$ cat src/rtl/nth_last_sym_matcher.sv
// Streaming matcher for (1|0)* . S . (1|0){REPEAT}: flags when the symbol REPEAT back equals S.
// Optional saturating match counter is compiled in with `define REGEX_MATCH_CNT_EN.
module nth_last_sym_matcher #(
  parameter int unsigned REPEAT = 20,
  parameter int unsigned CNT_W  = 16
) (
  input  logic             clk,
  input  logic             reset,
  input  logic             i,
  input  logic             i_c,
  input  logic             i_valid,
  input  logic             sym,
  input  logic             clear,
  output logic             o,
  output logic             o_valid
`ifdef REGEX_MATCH_CNT_EN
  ,
  output logic [CNT_W-1:0] match_cnt
`endif
);

  logic [REPEAT:0] tok_q, tok_d;
  logic [REPEAT:0] tok_shift;
  logic            o_valid_q, o_valid_d;
  logic            tok_in;

  // A token enters only when the leading state is enabled and the symbol matches the anchor.
  assign tok_in = i & ~(i_c ^ sym);

  generate
    if (REPEAT == 0) begin : g_no_shift
      assign tok_shift = tok_in;
    end else begin : g_shift
      assign tok_shift = {tok_q[REPEAT-1:0], tok_in};
    end
  endgenerate

  always_comb begin
    tok_d     = tok_q;
    o_valid_d = 1'b0;
    if (clear) begin
      tok_d = '0;
    end else if (i_valid) begin
      tok_d     = tok_shift;
      o_valid_d = 1'b1;
    end
  end

  always_ff @(posedge clk or negedge reset) begin
    if (!reset) begin
      tok_q     <= '0;
      o_valid_q <= 1'b0;
    end else begin
      tok_q     <= tok_d;
      o_valid_q <= o_valid_d;
    end
  end

  // The last token position is the registered match flag; it moves and clears with the chain.
  assign o       = tok_q[REPEAT];
  assign o_valid = o_valid_q;

`ifdef REGEX_MATCH_CNT_EN
  logic [CNT_W-1:0] cnt_q, cnt_d;

  always_comb begin
    cnt_d = cnt_q;
    if (clear) begin
      cnt_d = '0;
    end else if (i_valid && tok_shift[REPEAT] && (cnt_q != {CNT_W{1'b1}})) begin
      cnt_d = cnt_q + CNT_W'(1);
    end
  end

  always_ff @(posedge clk or negedge reset) begin
    if (!reset) begin
      cnt_q <= '0;
    end else begin
      cnt_q <= cnt_d;
    end
  end

  assign match_cnt = cnt_q;
`endif

endmodule

$ cat config.mk
export PLATFORM = sky130hd
export DESIGN_NAME = nth_last_sym_matcher
export DESIGN_NICKNAME = d
export VERILOG_FILES = /design/src/rtl/nth_last_sym_matcher.sv
export SDC_FILE = /design/constraint.sdc
export NUM_CORES = 1
export LEC_CHECK = 0
export ABC_AREA = 1
export BUFFER_PORTS_ARGS = -buffer_cell sky130_fd_sc_hd__clkbuf_2
export CORE_MARGIN = 10
export CORE_UTILIZATION = 54
export DETAILED_ROUTE_END_ITERATION = 10
export PLACE_DENSITY = 0.74
export SYNTH_ARGS = -nofsm -noshare
export SYNTH_HDL_FRONTEND = slang
export SYNTH_SLANG_ARGS = --single-unit
$ cat constraint.sdc
create_clock -name clk -period 0.8 [get_ports clk]
set_clock_uncertainty 0.05 [all_clocks]
set_input_delay 0.04 -clock clk [delete_from_list [all_inputs] [get_ports clk]]
set_output_delay 0.04 -clock clk [all_outputs]
set_load 0.05 [all_outputs]
-- Yosys cells after proc, flatten, opt, wreduce, memory -nomap -nowiden
Index checks and enable logic that the tools add are counted.
- $add $sub $neg: 0
- multipliers: 0
- div/mod/pow operators: 0
- order comparisons: 0
- eq/ne operators: 0
- shift-type cells: 0
- mux-type cells: 4
- bitwise logic cells: 3
- reductions and logical operators: 1
- operators by type and width (kind ; count):
    21-bit 2-to-1 mux ; 2
    1-bit 2-to-1 mux ; 2
    2-bit nonzero test ; 1
    1-bit bitwise AND ; 1
    1-bit NOT ; 1
    1-bit XOR ; 1
- register bits: 22
- bits in latches: 0
- memory bits (writable): 0
- bits in read-only memories: 0
- bits of input ports: 7
- output and inout port bits: 2
- logic and storage cells: 10
- memories: 0

-- Longest topological paths before layout
Gate-level depths: netlist of the first run.
- depth after elaboration: 5
- mapped depth: 6
- gate-level depth less buffers: 5

-- Worst setup path after synthesis of the first run
OpenSTA, ideal clock, no wires.
- path type: reg2reg
- start: reg, netlist name tok_q[20]
- end: reg tok_q[20]
- library setup time: 0.118 ns
- arrival: 0.718 ns
- required time: 0.632 ns
- slack: -0.086 ns
- stages on the path, launching flop included: 3
- path buffers: 0
- period minus slack after synthesis: 0.886 ns
- cells stage by stage: dfrtp_1 -> nand2_1 -> nand2_1
- RTL lines (element ; line ; RTL):
    end signal: assignment ; 54 ; tok_q <= tok_d;
    end: declaration ; 22 ; logic [REPEAT:0] tok_q, tok_d;

-- Final worst setup path of the first run
- start: reg tok_q[20]
- end: out o
- RTL lines (element ; line ; RTL):
    end: declaration ; 14 ; output logic o,
No word-level cell between the ends.

==> metrics.txt, run 1 <==
violated checks=setup timing; number of global-route vias before repair=slightly below 600; number of warning messages in the yosys log=0; count of maximum capacitance violations=0; CP endpoint kind=primary output; Hold Path Stages=5; count of port buffers added during placement=8; number of nets in the layout=121; Combinational Power Share=0.077; Mapped Nets=roughly 110; standard cell with the maximum stage delay on the critical path=sky130_fd_sc_hd__dfrtp_2; initial antenna violation count=0; drt drc=0; drt first-iter violations=14; core region area=~0.0015 mm2; clock tree root driver cell=sky130_fd_sc_hd__clkbuf_4; P_sw=between 400 and 500 uW; die width=60.33 um; Max-slew headroom=0.7787; Cells after Synth=100; average cell area after synthesis=8.783 um2; placement-stage worst setup slack=slightly above 0.08 ns; die extent in y=60.33 um; Routed Antenna Nets=0; cell family contributing the most delay on the critical path=flip-flops; portion of the post-synthesis area used by sequential elements=0.6268; critical path launch point type=register; category of the most critical setup path=register to primary output; Sequential cell area=551.8 um2; final weighted congestion in routability-driven placement=0.7149; final count of pins violating max slew=0; run status=complete, but fails checks; TritonCTS buffer count=3; endpoint of the worst register-to-register path=tok_q[6]; Synth Register Bits=22; part of the total power dissipated in sequential elements=0.595; DR vias/cell=a little under 5; area growth from synthesis to layout=17.38%; reported leakage power=0.0006129 uW; unrepaired setup endpoints after global routing=yes; Starting Density=0.5764; areal power density over the cells=1826 mW/mm2; fin crit share=1.235; post-route setup slack=-0.1880 ns; CP Data Required Time=a little over 0.7 ns; Fmax achieved=~1 GHz; Clock transition at path regs=0.12 ns; clock power share=0.327; per-cell routed wire length=between 10 and 15 um; worst skew pair latency=0.31 ns; Post-Route WL=1422 um; H-tree levels=1; maximum number of pins on one net before global-route repair=22; total iterations of the first detailed-routing run=4; total track usage=0.09110; cells on worst reg2reg path=2; number of buffers and inverters on the critical path=1; total clock sinks=22; Synth Cell Area=about 880 um2; Final HPWL DP=just over 1000 um; IO Count=9; start point of the worst hold path=i_valid; total gr overflow=0; post-synth cell types=8; startpoint of the lowest-slack register-to-register path=tok_q[6]; actual slew at the worst max-slew pin=roughly 0.33 ns; critical path peak fanout=2; number of buffers on the longest clock path=2; internal power=about 1500 uW; total via count after detailed routing=623; end point of the most critical hold path=tok_q[0]; area of the multi-input gates=around 260 um2; final std cells w/o fill=~130; FILL cells=roughly 130; maximum ir drop on the vdd rail=~0.0011 V; r2r setup slk=around 0.11 ns; number of placed cells counting well taps=123; worst min-delay path class=input port to register; clock tree from TritonCTS=done; final hold vios=0; Die ar.=0.003640 mm2; FP Rows=14; first-pass GRT wire length=2477 um; Post-CTS Setup Repair Bufs=0; slowest stage delay, CP=around 0.44 ns; minimum period implied by the final worst setup slack=0.9880 ns; Worst EP arrival=about 0.9 ns; ordered list of cells on the worst path=buf_8; switching share of power=0.2252; Setup Viol. Count Final=2; number of diodes added for antenna fixing=0; share of post-route cells with drive strength above 1=0.1681
Yosys cell counts:
library cell               n  area [um2]
sky130_fd_sc_hd__buf_6     4       45.04
sky130_fd_sc_hd__nor2_1    1       3.750
sky130_fd_sc_hd__dfrtp_1  22       550.5
sky130_fd_sc_hd__nand2_2   1       6.260
sky130_fd_sc_hd__inv_1     4       15.01
sky130_fd_sc_hd__inv_2     1       3.750
sky130_fd_sc_hd__nor2_2    1       6.260
sky130_fd_sc_hd__nand2_1  66       247.7
how the worst max path moves through the flow:
stage | end | start | slack [ns] | cells after the start
floorplan | tok_q[20] | tok_q[20] | 0.009 | 2
global placement | o | tok_q[20] | 0.10 | 1
detailed placement | tok_q[6] | clear | 0.08 | 7
CTS | o | tok_q[20] | -0.20 | 1
global route | o | tok_q[20] | -0.22 | 1
finish | o | tok_q[20] | -0.19 | 1
metrics by stage:
| step | hold WS, ns | total power, uW | cell area (um2) | TNS, ns | utilization |
|---|---|---|---|---|---|
| 2_1_floorplan | -0.3056 | 1212 | 879.6 | 0 | - |
| 3_3_place_gp | -0.1059 | 1273 | 954.7 | 0 | 0.6264 |
| 3_5_place_dp | -0.09394 | 1278 | 954.7 | 0 | 0.6264 |
| 4_1_cts | 0.01019 | 1883 | 1028 | -0.3634 | 0.6749 |
| 5_1_grt | 0.01186 | 1947 | 1031 | -0.4082 | 0.6765 |
| 6_report | 0.0005214 | 1883 | 1031 | -0.3475 | 0.6765 |
timing repair:
action,4_1_cts,5_1_grt
hold endpoints to repair,23,0
hold buffers,2,0
resized for setup,4,2
endpoints found under the setup margin,2,2
gates cloned,0,0
placed cells by master (no fill, tap or decap):
cell                            synthesis  routed
sky130_fd_sc_hd__nand2_1               66      66
sky130_fd_sc_hd__dfrtp_1               22      21
sky130_fd_sc_hd__clkbuf_2               0       6
sky130_fd_sc_hd__inv_1                  4       4
sky130_fd_sc_hd__clkbuf_4               0       3
sky130_fd_sc_hd__buf_12                 0       3
sky130_fd_sc_hd__dlygate4sd3_1          0       2
sky130_fd_sc_hd__buf_8                  0       2
sky130_fd_sc_hd__nand2_2                1       1
sky130_fd_sc_hd__inv_2                  1       1
sky130_fd_sc_hd__nor2_2                 1       1
sky130_fd_sc_hd__nor2_1                 1       1
sky130_fd_sc_hd__clkbuf_8               0       1
sky130_fd_sc_hd__dfrtp_2                0       1
power groups by stage:
stage	Combinational, uW	Sequential (uW)	Clock [uW]
finish	146	1120	616
global route	162	1120	664
CTS	148	1120	614
detailed placement	136	1140	0
global placement	132	1140	0
floorplan	60.8	1150	0
layout make-up:
class                      instances  area share
clock buffer                       4     0.03519
timing repair buffer              13      0.1359
inverter                           5     0.01820
tap                               16     0.01942
sequential                        22      0.5352
multi-input combinational         69      0.2561
logic make-up (layout without fill, tap and decap cells):
logic type | count (synthesis) | count (layout) | share of synthesized area
simple gates | 69 | 69 | 0.3006
flops | 22 | 22 | 0.6268
buf+inv | 9 | 22 | 0.07264
state kept, by name, summed over array words and instances, names as in the netlist:
| name | cells |
|---|---|
| tok_q | 21 |
| o_valid | 1 |
per-layer routing:
layer  vias up  part of all wire  track usage
met5         -                 0            0
met4         0             0.018      0.05769
met3         4             0.059      0.03549
met2        12              0.44       0.1353
met1       287              0.48       0.1079
li1        320                 -            -
(Power assumes the default switching activity.)
==> inputs of run 2 (changes only) <==
- RECOVER_POWER: unset -> 50
==> run 2 against run 1 <==
- the run still ends with setup timing left
- utilization shrank 2.0 points
- largest cell class unchanged
- combinational power is 13% lower
- cell area is 2.9% lower
- clock power about the same
- critical path depth stayed put
- non-clock buffer count is the same
- cell count stayed put
- maximum frequency barely moved
- critical endpoint unchanged
- global-route usage did not move
- first-iteration DRC count rose by 7.1%
- via count increased by 0.16%
- wire length increased by 1.1%
==> metrics.txt, run 2 (synthesis results as in run 1) <==
area of all placed cells without fillers=0.001001 mm2 (-2.9%); fin crit share=1.234 (about the same); critical path peak fanout=2 (unchanged); actual slew at the worst max-slew pin=0.3756 ns (+0.04363 ns); areal power density over the cells=1860 mW/mm2 (+1.9%); FILL cells=131 (+3.1%); CP endpoint kind=primary output; worst min-delay path class=input port to register; final std cells w/o fill=129 (unchanged); startpoint of the most critical setup path=tok_q[20]; TritonCTS buffer count=3 (unchanged); Worst Hold Slack=0.0009344 ns (+0.0004130 ns); unrepaired setup endpoints after global routing=yes; category of the most critical setup path=register to primary output; die width=60.33 um (unchanged); cell family contributing the most delay on the critical path=flip-flops; FP Rows=14 (unchanged); number of global-route vias before repair=588 (unchanged); number of buffers on the longest clock path=2 (unchanged); number of placed cells counting well taps=123 (unchanged); final core area utilization=0.6568 (-0.01970); maximum ir drop on the vdd rail=0.001074 V (-0.23%); initial antenna violation count=0 (unchanged); Post-Route WL=1437 um (+1.1%); run status=complete, but fails checks; violated checks=setup timing; total clock sinks=22 (unchanged); total gr overflow=0 (unchanged); number of buffers and inverters on the critical path=1 (unchanged); ordered list of cells on the worst path=buf_8; clock tree root driver cell=sky130_fd_sc_hd__clkbuf_4; Sequential cell area=551.8 um2 (unchanged); Fmax achieved=1.013 GHz (about the same); slowest stage delay, CP=0.44 ns (about the same); Routed Antenna Nets=0 (unchanged); Die ar.=0.003640 mm2 (unchanged); final hold vios=0 (unchanged); Final HPWL DP=1014 um (unchanged); area of the multi-input gates=264.0 um2 (unchanged); CP Data Required Time=0.71 ns (about the same); commonest non-fill, non-tap cells in the layout=sky130_fd_sc_hd__nand2_1 (66), sky130_fd_sc_hd__dfrtp_1 (21), sky130_fd_sc_hd__clkbuf_2 (8); number of nets in the layout=121 (unchanged); DR vias/cell=4.837 (+0.16%); count of port buffers added during placement=8 (unchanged); IO Count=9 (unchanged); total via count after detailed routing=624 (+0.16%); area of placed instances=954.7 um2 (unchanged); clock tree from TritonCTS=done; max reg flops=21 (unchanged); reported leakage power=0.0006033 uW (-1.6%); critical path launch point type=register; drt drc=0 (unchanged); number of diodes added for antenna fixing=0 (unchanged); Clock transition at path regs=0.12 ns (about the same); total iterations of the first detailed-routing run=4 (unchanged); total track usage=0.09110 (unchanged); per-cell routed wire length=11.14 um (+1.1%); standard cell with the maximum stage delay on the critical path=sky130_fd_sc_hd__dfrtp_2; first-pass GRT wire length=2477 um (unchanged); Worst EP arrival=0.90 ns (about the same); Starting Density=0.5764 (unchanged); final count of pins violating max slew=0 (unchanged); drt first-iter violations=15 (+1); placement-stage worst setup slack=0.08217 ns (unchanged); area growth from synthesis to layout=13.96%; worst skew pair latency=0.31 ns (about the same); Max-slew headroom=0.7496 (-0.02909); die extent in y=60.33 um (unchanged); H-tree levels=1 (unchanged); most common cell after layout, fill and taps aside=sky130_fd_sc_hd__nand2_1; register with the most flip-flops=tok_q; share of post-route cells with drive strength above 1=0.1681 (unchanged); post-route setup slack=-0.1874 ns (+0.0005930 ns); count of maximum capacitance violations=0 (unchanged); minimum period implied by the final worst setup slack=0.9874 ns (-0.0005930 ns); startpoint of the lowest-slack register-to-register path=tok_q[6]; final weighted congestion in routability-driven placement=0.7149 (unchanged); maximum number of pins on one net before global-route repair=22 (unchanged); core region area=0.001524 mm2 (unchanged); Post-CTS Setup Repair Bufs=0 (unchanged); start point of the worst hold path=i_valid; Setup Viol. Count Final=2 (unchanged)
## run 2: changes by cell type in the layout (fill, tap and decap cells not counted)
cell and delta:
sky130_fd_sc_hd__buf_12 -2, sky130_fd_sc_hd__clkbuf_2 +2
## run 2: metal layers
layer  wire length (um)  global-route usage
met3                 84             0.03549
met2                623              0.1353
met1                702              0.1079
met4                 26             0.05769
met5                  0                   0
## run 2: repair_timing
| action | in CTS | in global routing |
|---|---|---|
| gates resized for setup | 4 | 2 |
| setup endpoints to repair | 2 | 2 |
| endpoints found under the hold margin | 23 | 0 |
| hold buffers | 2 | 0 |
## run 2: where the power goes
group | internal, uW | switching, uW
clock network | 278 | 336
logic | 46.7 | 80.1
registers | 1120 | 3.35
## run 2: metrics by stage
| stage | power [uW] | TNS, ns |
|---|---|---|
| finish | 1862 | -0.3464 |
| global route | 1928 | -0.5952 |
| CTS | 1883 | -0.3634 |
| detailed placement | 1278 | 0 |
| global placement | 1273 | 0 |
| floorplan | 1212 | 0 |
## run 2: worst min-delay path: stages
cell and delay (ns):
sky130_fd_sc_hd__clkbuf_2 0.10, sky130_fd_sc_hd__nand2_2 0.08, sky130_fd_sc_hd__nor2_1 0.04, sky130_fd_sc_hd__nand2_1 0.04, sky130_fd_sc_hd__nand2_1 0.04
## run 2: worst paths after layout
| check | slack [ns] | cells after the start | end |
|---|---|---|---|
| max reg2reg | 0.11 | 2 | tok_q[6] |
| min | 0.0009 | 5 | tok_q[0] |
| max | -0.19 | 1 | o |
| min in group asynchronous | 0.07 | 2 | tok_q[19] |
| max in group asynchronous | 0.07 | 3 | tok_q[8] |
| min reg2reg | 0.43 | 2 | tok_q[18] |
## run 2: layout make-up
class                   count  area share
multi-input cells          69      0.2637
clock buffers               4     0.03625
flip-flops and latches     22      0.5512
inverters                   5     0.01875
repair buffers             13      0.1100
well taps                  16     0.02000
==> inputs of run 3 (changes only) <==
- CORE_MARGIN: 10 -> 2
==> run 3 against run 2 <==
- the flow still finishes with violations (setup timing)
- clock power rose by 36%
- clock-buffer cell count is 1 lower
- global-route usage increased by 7.3 points
- sequential power barely moved
- sequential share of layout area is 1.1 points lower
- critical path depth is the same
- wire length decreased by 10%
- register-to-register slack about the same
- largest power group unchanged
- critical endpoint unchanged
- maximum frequency rose by 0.36%
- cell area rose by 2.1%
==> metrics.txt, run 3 (synthesis results as in run 1) <==
number of nets in the layout=120 (-0.83%); die width=44.33 um (-27%); ordered list of cells on the worst path=buf_8; number of global-route vias before repair=599 (+1.9%); total iterations of the first detailed-routing run=4 (unchanged); DR vias/cell=4.773 (-1.3%); maximum ir drop on the vdd rail=0.001345 V (+25%); area growth from synthesis to layout=16.38%; Die ar.=0.001965 mm2 (-46%); Routed Antenna Nets=0 (unchanged); slowest stage delay, CP=0.44 ns (about the same); worst min-delay path class=input port to register; first-pass GRT wire length=2352 um (-5.0%); Starting Density=0.5764 (unchanged); number of diodes added for antenna fixing=0 (unchanged); FILL cells=115 (-12%); IO Count=9 (unchanged); Final HPWL DP=836.1 um (-18%); final core area utilization=0.6708 (+0.01396); area of all placed cells without fillers=0.001022 mm2 (+2.1%); fin crit share=1.230 (-0.004441); Worst EP arrival=0.89 ns (about the same); commonest non-fill, non-tap cells in the layout=sky130_fd_sc_hd__nand2_1 (66), sky130_fd_sc_hd__dfrtp_1 (21), sky130_fd_sc_hd__inv_1 (5); H-tree levels=1 (unchanged); violated checks=setup timing; final weighted congestion in routability-driven placement=0.6904 (-3.4%); final count of pins violating max slew=0 (unchanged); category of the most critical setup path=register to primary output; Post-Route WL=1290 um (-10%); number of buffers and inverters on the critical path=1 (unchanged); core region area=0.001524 mm2 (unchanged); post-route setup slack=-0.1839 ns (+0.003553 ns); most common cell after layout, fill and taps aside=sky130_fd_sc_hd__nand2_1; register with the most flip-flops=tok_q; Fmax achieved=1.016 GHz (+0.36%); clock tree from TritonCTS=done; per-cell routed wire length=10.08 um (-9.5%); drt first-iter violations=8 (-7); drt drc=0 (unchanged); total gr overflow=0 (unchanged); TritonCTS buffer count=3 (unchanged); area of placed instances=934.6 um2 (-2.1%); die extent in y=44.33 um (-27%); cell family contributing the most delay on the critical path=flip-flops; max reg flops=21 (unchanged); critical path launch point type=register; count of maximum capacitance violations=0 (unchanged); reported leakage power=0.0006075 uW (+0.69%); clock tree root driver cell=sky130_fd_sc_hd__clkbuf_4; areal power density over the cells=2033 mW/mm2 (+9.3%); FP Rows=14 (unchanged); total track usage=0.1636 (+0.07252); initial antenna violation count=0 (unchanged); unrepaired setup endpoints after global routing=yes; Max-slew headroom=0.6200 (-0.1296); total clock sinks=22 (unchanged); final hold vios=0 (unchanged); CP endpoint kind=primary output; maximum number of pins on one net before global-route repair=23 (+4.5%); run status=complete, but fails checks; critical path peak fanout=2 (unchanged); Setup Viol. Count Final=2 (unchanged); Clock transition at path regs=0.12 ns (about the same); share of post-route cells with drive strength above 1=0.1339 (-0.03421); standard cell with the maximum stage delay on the critical path=sky130_fd_sc_hd__dfrtp_2; worst skew pair latency=0.31 ns (about the same); minimum period implied by the final worst setup slack=0.9839 ns (-0.003553 ns); total via count after detailed routing=611 (-2.1%); number of buffers on the longest clock path=2 (unchanged); count of port buffers added during placement=8 (unchanged); CP Data Required Time=0.71 ns (about the same); actual slew at the worst max-slew pin=0.5694 ns (+0.1938 ns)
[run 3: area by class of cell]
class                           instances  area, um2  share of cell area
Multi-Input combinational cell         69      264.0              0.2583
Tap cell                               16      20.02             0.01958
Inverter                                5      18.77             0.01836
Clock inverter                          1      30.03             0.02938
Sequential cell                        22      551.8              0.5398
Timing Repair Buffer                   12      115.1              0.1126
Clock buffer                            3      22.52             0.02203
[run 3: power by group]
part	switching, uW	internal, uW
Clock	325	507
Combinational	77.5	48.0
Sequential	3.59	1120
[run 3: layer usage]
metal  share of wire  track usage  wire [um]
met1            0.48       0.2115        614
met2            0.48       0.2735        616
met3           0.031      0.03673         40
met4           0.015      0.05455         19
met5               0            0          0
[run 3: worst register-to-register path, cell delays in order, from the launching register on]
cell and delay [ns]:
sky130_fd_sc_hd__dfrtp_1 0.40, sky130_fd_sc_hd__nand2_1 0.07, sky130_fd_sc_hd__nand2_1 0.07
[run 3: final timing paths]
check	startpoint	cells after the start	slack (ns)	to
max reg2reg	tok_q[11]	2	0.11	tok_q[12]
min reg2reg	tok_q[8]	2	0.43	tok_q[9]
max in group asynchronous	reset	3	0.12	tok_q[20]
min	i_valid	5	0.02	tok_q[0]
max	tok_q[20]	1	-0.18	o
min in group asynchronous	reset	3	0.24	tok_q[4]
[run 3: through the flow]
stage,total power (uW),TNS (ns),worst slack (ns),hold slack [ns],instances
floorplan,1212,0,0.008713,-0.3056,100
global placement,1261,0,0.04161,-0.06382,122
detailed placement,1263,0,0.02105,-0.06520,122
CTS,2104,-0.3741,-0.2034,0.02462,130
global route,2150,-0.4171,-0.2064,0.04120,128
finish,2078,-0.3461,-0.1839,0.01724,128
[run 3: what timing repair did]
item | in CTS | in global routing
hold buffers | 4 | 0
hold endpoints to repair | 23 | 0
setup endpoints to repair | 2 | 3
resized for setup | 4 | 2
pin swaps | 0 | 0
setup buffers | 0 | 0
